### src/rtl/modn_cascade_counter_if.sv
// Bus bundle for the mod-N cascade counter: control inputs, count and terminal-count outputs.
// There is no handshake; every input is level-sampled on each rising clk edge.
interface modn_cascade_counter_if #(
  parameter int N      = 10,
  parameter int DIGITS = 2
);
  localparam int W = (N <= 2) ? 1 : $clog2(N);

  logic                  en;
  logic                  up_dn;
  logic                  load;
  logic [DIGITS*W-1:0]   load_val;
  logic                  clr_ovf;
  logic [DIGITS*W-1:0]   count;
  logic [DIGITS-1:0]     digit_tc;
  logic                  tc;
  logic                  ovf;

  modport master (
    output en, up_dn, load, load_val, clr_ovf,
    input  count, digit_tc, tc, ovf
  );

  modport slave (
    input  en, up_dn, load, load_val, clr_ovf,
    output count, digit_tc, tc, ovf
  );
endinterface

### src/rtl/modn_cascade_counter.sv
// Cascaded mod-N up/down counter with single-cycle carry/borrow resolution,
// clamped parallel load, sticky overflow and optional saturation at the full-count boundary.
module modn_cascade_counter #(
  parameter int N        = 10,
  parameter int DIGITS   = 2,
  parameter bit SATURATE = 1'b0
) (
  input logic                  clk,
  input logic                  rst,
  modn_cascade_counter_if.slave bus
);
  localparam int W = (N <= 2) ? 1 : $clog2(N);
  localparam logic [W-1:0] MAX_V = W'(N - 1);
  localparam logic [W:0]   MAX_X = (W + 1)'(N - 1);
  localparam logic [W:0]   N_X   = (W + 1)'(N);

  logic [DIGITS*W-1:0] count_q, count_d;
  logic                ovf_q, ovf_d;
  logic [DIGITS-1:0]   digit_tc;
  logic [DIGITS-1:0]   step_en;
  logic                tc;

  // Out-of-range digits never count as terminal; they recover on their next step.
  function automatic logic [W-1:0] step_digit(input logic [W-1:0] d, input logic up);
    logic [W-1:0] r;
    if (up) begin
      r = ({1'b0, d} >= MAX_X) ? '0 : d + 1'b1;
    end else begin
      r = (d == '0 || {1'b0, d} >= N_X) ? MAX_V : d - 1'b1;
    end
    return r;
  endfunction

  // Carry chain: digit k steps when every lower digit is terminal, all in one cycle.
  always_comb begin
    logic run;
    logic at_term;
    run      = bus.en;
    step_en  = '0;
    digit_tc = '0;
    for (int k = 0; k < DIGITS; k++) begin
      at_term     = bus.up_dn ? (count_q[k*W +: W] == MAX_V) : (count_q[k*W +: W] == '0);
      step_en[k]  = run;
      run         = run & at_term;
      digit_tc[k] = run;
    end
  end

  assign tc = digit_tc[DIGITS-1];

  always_comb begin
    logic [W-1:0] lv;
    count_d = count_q;
    ovf_d   = ovf_q;
    lv      = '0;
    if (bus.load) begin
      for (int k = 0; k < DIGITS; k++) begin
        lv = bus.load_val[k*W +: W];
        count_d[k*W +: W] = ({1'b0, lv} >= N_X) ? MAX_V : lv;
      end
    end else if (bus.en && !(SATURATE && tc)) begin
      for (int k = 0; k < DIGITS; k++) begin
        if (step_en[k]) count_d[k*W +: W] = step_digit(count_q[k*W +: W], bus.up_dn);
      end
    end
    // A boundary event overrides a same-cycle clear so no overflow is lost.
    if (bus.clr_ovf)           ovf_d = 1'b0;
    if (tc && !bus.load)       ovf_d = 1'b1;
  end

  always_ff @(posedge clk) begin
    if (rst) begin
      count_q <= '0;
      ovf_q   <= 1'b0;
    end else begin
      count_q <= count_d;
      ovf_q   <= ovf_d;
    end
  end

  assign bus.count    = count_q;
  assign bus.digit_tc = digit_tc;
  assign bus.tc       = tc;
  assign bus.ovf      = ovf_q;
endmodule
### src/flat_wrapper.sv
// flat-port wrapper written by rule: the top's interface ports become plain ports
module modn_cascade_counter_flat 
#(
  parameter int N        = 10,
  parameter int DIGITS   = 2,
  parameter bit SATURATE = 1'b0
)
  (clk, rst, bus_en, bus_up_dn, bus_load, bus_load_val, bus_clr_ovf, bus_count, bus_digit_tc, bus_tc, bus_ovf);
  modn_cascade_counter_if #(.N(N), .DIGITS(DIGITS)) bus_i ();
  input logic clk;
  input logic rst;
  input wire logic [$bits(bus_i.en)-1:0] bus_en;
  input wire logic [$bits(bus_i.up_dn)-1:0] bus_up_dn;
  input wire logic [$bits(bus_i.load)-1:0] bus_load;
  input wire logic [$bits(bus_i.load_val)-1:0] bus_load_val;
  input wire logic [$bits(bus_i.clr_ovf)-1:0] bus_clr_ovf;
  output wire logic [$bits(bus_i.count)-1:0] bus_count;
  output wire logic [$bits(bus_i.digit_tc)-1:0] bus_digit_tc;
  output wire logic [$bits(bus_i.tc)-1:0] bus_tc;
  output wire logic [$bits(bus_i.ovf)-1:0] bus_ovf;
  assign bus_i.en = bus_en;
  assign bus_i.up_dn = bus_up_dn;
  assign bus_i.load = bus_load;
  assign bus_i.load_val = bus_load_val;
  assign bus_i.clr_ovf = bus_clr_ovf;
  assign bus_count = bus_i.count;
  assign bus_digit_tc = bus_i.digit_tc;
  assign bus_tc = bus_i.tc;
  assign bus_ovf = bus_i.ovf;
  modn_cascade_counter #(.N(N), .DIGITS(DIGITS), .SATURATE(SATURATE)) u_core (.clk(clk), .rst(rst), .bus(bus_i));
endmodule
### config.mk
export PLATFORM = sky130hd
export DESIGN_NAME = modn_cascade_counter_flat
export DESIGN_NICKNAME = d
export VERILOG_FILES = /design/src/rtl/modn_cascade_counter_if.sv /design/src/rtl/modn_cascade_counter.sv /design/src/flat_wrapper.sv
export SDC_FILE = /design/constraint.sdc
export NUM_CORES = 1
export LEC_CHECK = 0
export BUFFER_PORTS_ARGS = -buffer_cell sky130_fd_sc_hd__buf_2
export CAP_MARGIN = 20
export CORE_AREA = 2 2 55 78
export DETAILED_ROUTE_END_ITERATION = 16
export DIE_AREA = 0 0 57 80
export PLACE_DENSITY = 0.46
export SKIP_LAST_GASP = 1
export SYNTH_ARGS = -nofsm -noshare
export SYNTH_HDL_FRONTEND = slang
export SYNTH_SLANG_ARGS = --single-unit
### constraint.sdc
create_clock -name clk -period 1.9 [get_ports clk]
set_clock_uncertainty 0.15 [all_clocks]
set_input_delay 0.38 -clock clk [delete_from_list [all_inputs] [get_ports clk]]
set_output_delay 0.38 -clock clk [all_outputs]
set_load 0.01 [all_outputs]
==> results.ini <==
[status]
status = complete, but fails checks
violations = negative setup slack

[routing]
vias = 1073
firstDrtPassIters = 4
wirelength_um = 3143
first_iter_violations = 34
drc = 0
wire_per_inst_um = 15.26
postRouteAntennaNets = 0
viasPerCell = 5.209

[critical_path]
worst_path_dominant_cell_family = simple AND/OR/NAND/NOR gates
worstPathCellList = inv_4, buf_12, ha_4, or3b_4, a21oi_4, and3_4, buf_6
critPathMaxFanout = 3
start_kind = register
rrSetupSlack_ps = -240
required_ps = 1370
critPathSlowestCell = or3b_4
rr_startpoint = u_core.bus.count[0]$_SDFFE_PP0P_
r2r_cells = 11
critPathMaxStageDelay_ps = 370
path_buf_inv = 3
path_class = reg2out
worst_setup_path_end_kind = primary output
critPathCapture = bus_digit_tc[1]
path_depth = 7
cp_data_arrival_time_ps = 1700
r2r-end = u_core.bus.count[4]$_SDFFE_PP0P_
cp-startpoint = u_core.bus.count[0]$_SDFFE_PP0P_

[clocking]
clk_pin_slew_ps = 50
root_buffer = clkbuf_8
cts.sinks = 9
insertion_delay_ps = 240
postCtsHoldBufs = 0
htree_num_levels = 1
numCtsBuffers = 3
clockBufferDepth = 2
cts_tree = built

[floorplan]
io-pin-count = 26
row_count = 27
die_h_um = 80
start_util_pct = 24.27
dieArea_um2 = 4560
die_w_um = 57
core-area_um2 = 3851

[sta]
setup_viol = 11
tightest_slew_ps = 360.0
fin_crit_sh_pct = 117.2
hold_violations = 0
timing.fmax_ghz = 0.4489
drv_slew = 0
fin_crit_ps = 2228
fin_ws_ps = -327.5
relSlewSlack_pct = 75.80
rsz0062_at_grt = yes
fin_hold_ws_ps = 214.6

[final_layout]
fin_nets = 187
final_layout_size_suffix_gt1_share_pct = 51.53
final.fill_count = 416
final_cells = 206
multi_input_area_um2 = 737.0
area_delta_synth_final_pct = 53.28
diodes = 0
fin_area_um2 = 1433
seq_area_um2 = 191.4

[yosys]
synthArstFlopShare_pct = 0
ys_types = 43
yosysWarnings = 0
ys_ff_latch = 9
syn_area_per_cell_um2 = 8.199
syn_area_um2 = 934.6
syn-instance-count = 114
synth_enable_flop_cells = 0
ys.flop_type = dfxtp_1
ys_seq_area_share_pct = 19.28
syn_nets = 137

[power]
p_total_mw = 0.7828
leakage_nw = 0.6431
p_per_area_nw_per_um2 = 546.4
max-vdd-ir-drop_v = 0.0002629

[placed_design]
pre_cts_ws_ps = -172.7
gp_congestion = 0.8515
dp.cells = 195
port_buffers = 25
dpl_cell_area_um2 = 1230
place_hpwl_um = 2227

[global_routing]
grt_pass1_wl_um = 4988
grt-ovfl-total = 0
grt_max_degree = 14
track_usage_pct = 14.04
antenna_found_initial = 0
grt_pass1_vias = 1087

[flow_run]
maxCapViolations = 0

[hold_path]
hold_class = in2reg

stage by stage:
stage          setup TNS, ps  util (%)
2_1_floorplan         -221.9         -
3_3_place_gp          -891.1     31.94
3_5_place_dp          -994.8     31.94
4_1_cts                -1865     36.32
5_1_grt                -2746     37.20
6_report               -2002     37.20
what timing repair did:
action,in CTS,in global routing
setup buffers,7,1
setup endpoints to repair,10,12
gates resized for setup,16,7
pin swaps,12,9
cell usage after synthesis (all sizes together) (3+ instances only):
library cell   n  area share (%)
a211oi         3             2.4
a21oi          8             5.5
a31oi          4             2.7
buf            4             4.8
clkbuf         3             4.4
dfxtp          9              19
ha             9              12
inv           10             4.0
nand2          6             2.4
nand3          4             2.1
nor2           6             2.4
nor2b          4             2.7
o21ai         10             5.4
worst min-delay path by stage:
stage | start | end | slack (ps) | cells after the start
after floorplan | bus_load_val[1] | u_core.bus.count[1]$_SDFFE_PP0P_ | 340 | 1
after global placement | u_core.bus.ovf$_SDFFE_PP0P_ | u_core.bus.ovf$_SDFFE_PP0P_ | 430 | 3
after detailed placement | u_core.bus.ovf$_SDFFE_PP0P_ | u_core.bus.ovf$_SDFFE_PP0P_ | 430 | 3
after CTS | bus_load_val[1] | u_core.bus.count[1]$_SDFFE_PP0P_ | 220 | 2
after global routing | bus_load_val[1] | u_core.bus.count[1]$_SDFFE_PP0P_ | 220 | 2
final | bus_load_val[1] | u_core.bus.count[1]$_SDFFE_PP0P_ | 210 | 2
worst register-to-register path, delay by kind of cell (launching register included):
family | cells | cell delay (ps)
buffers and inverters | 5 | 480
flip-flops | 1 | 350
adder cells (fa/ha/maj) | 1 | 110
AND/OR/NAND/NOR | 1 | 380
AO/OA/AOI/OAI | 4 | 540
sequential cells by signal (all words and copies together) (netlist names):
signal,count
u_core.bus.count,8
u_core.bus.ovf,1
where the power goes:
group          switching [mW]  leakage, nW  internal, mW
combinational           0.169        0.544         0.166
clock                  0.0856       0.0228         0.147
sequential             0.0137       0.0759         0.202
cells in the final DEF, fill, tap and decap left out, drive strengths merged, types with 3 or more instances in the layout:
| cell | n |
|---|---|
| a211oi | 3 |
| a21oi | 8 |
| a31oi | 4 |
| buf | 52 |
| clkbuf | 4 |
| dfxtp | 9 |
| ha | 9 |
| inv | 10 |
| nand2 | 6 |
| nand3 | 4 |
| nor2 | 6 |
| nor2b | 4 |
| o21ai | 10 |
cells by family after synthesis:
| group | synth area share (%) |
|---|---|
| AND/OR/NAND/NOR | 21.95 |
| buffers and inverters | 13.25 |
| adder cells (fa/ha/maj) | 12.05 |
| flip-flops | 19.28 |
| multiplexers | 2.409 |
| AO/OA/AOI/OAI | 31.06 |
routing by layer:
metal / part of all wire [%] / vias to the layer above / global-route usage [%]
met5: 0 / - / 0
li1: - / 522 / -
met4: 2.2 / 0 / 6.279
met1: 38 / 508 / 14.51
met2: 55 / 36 / 27.01
met3: 4.8 / 7 / 2.107
area by class of cell:
| class | count | area share, % |
|---|---|---|
| Inverter | 10 | 2.969 |
| Clock buffer | 4 | 3.144 |
| Timing Repair Buffer | 52 | 25.33 |
| Tap cell | 43 | 3.755 |
| Sequential cell | 9 | 13.36 |
| Multi-Input combinational cell | 88 | 51.44 |
No activity file was read; power rests on OpenSTA's default activity.
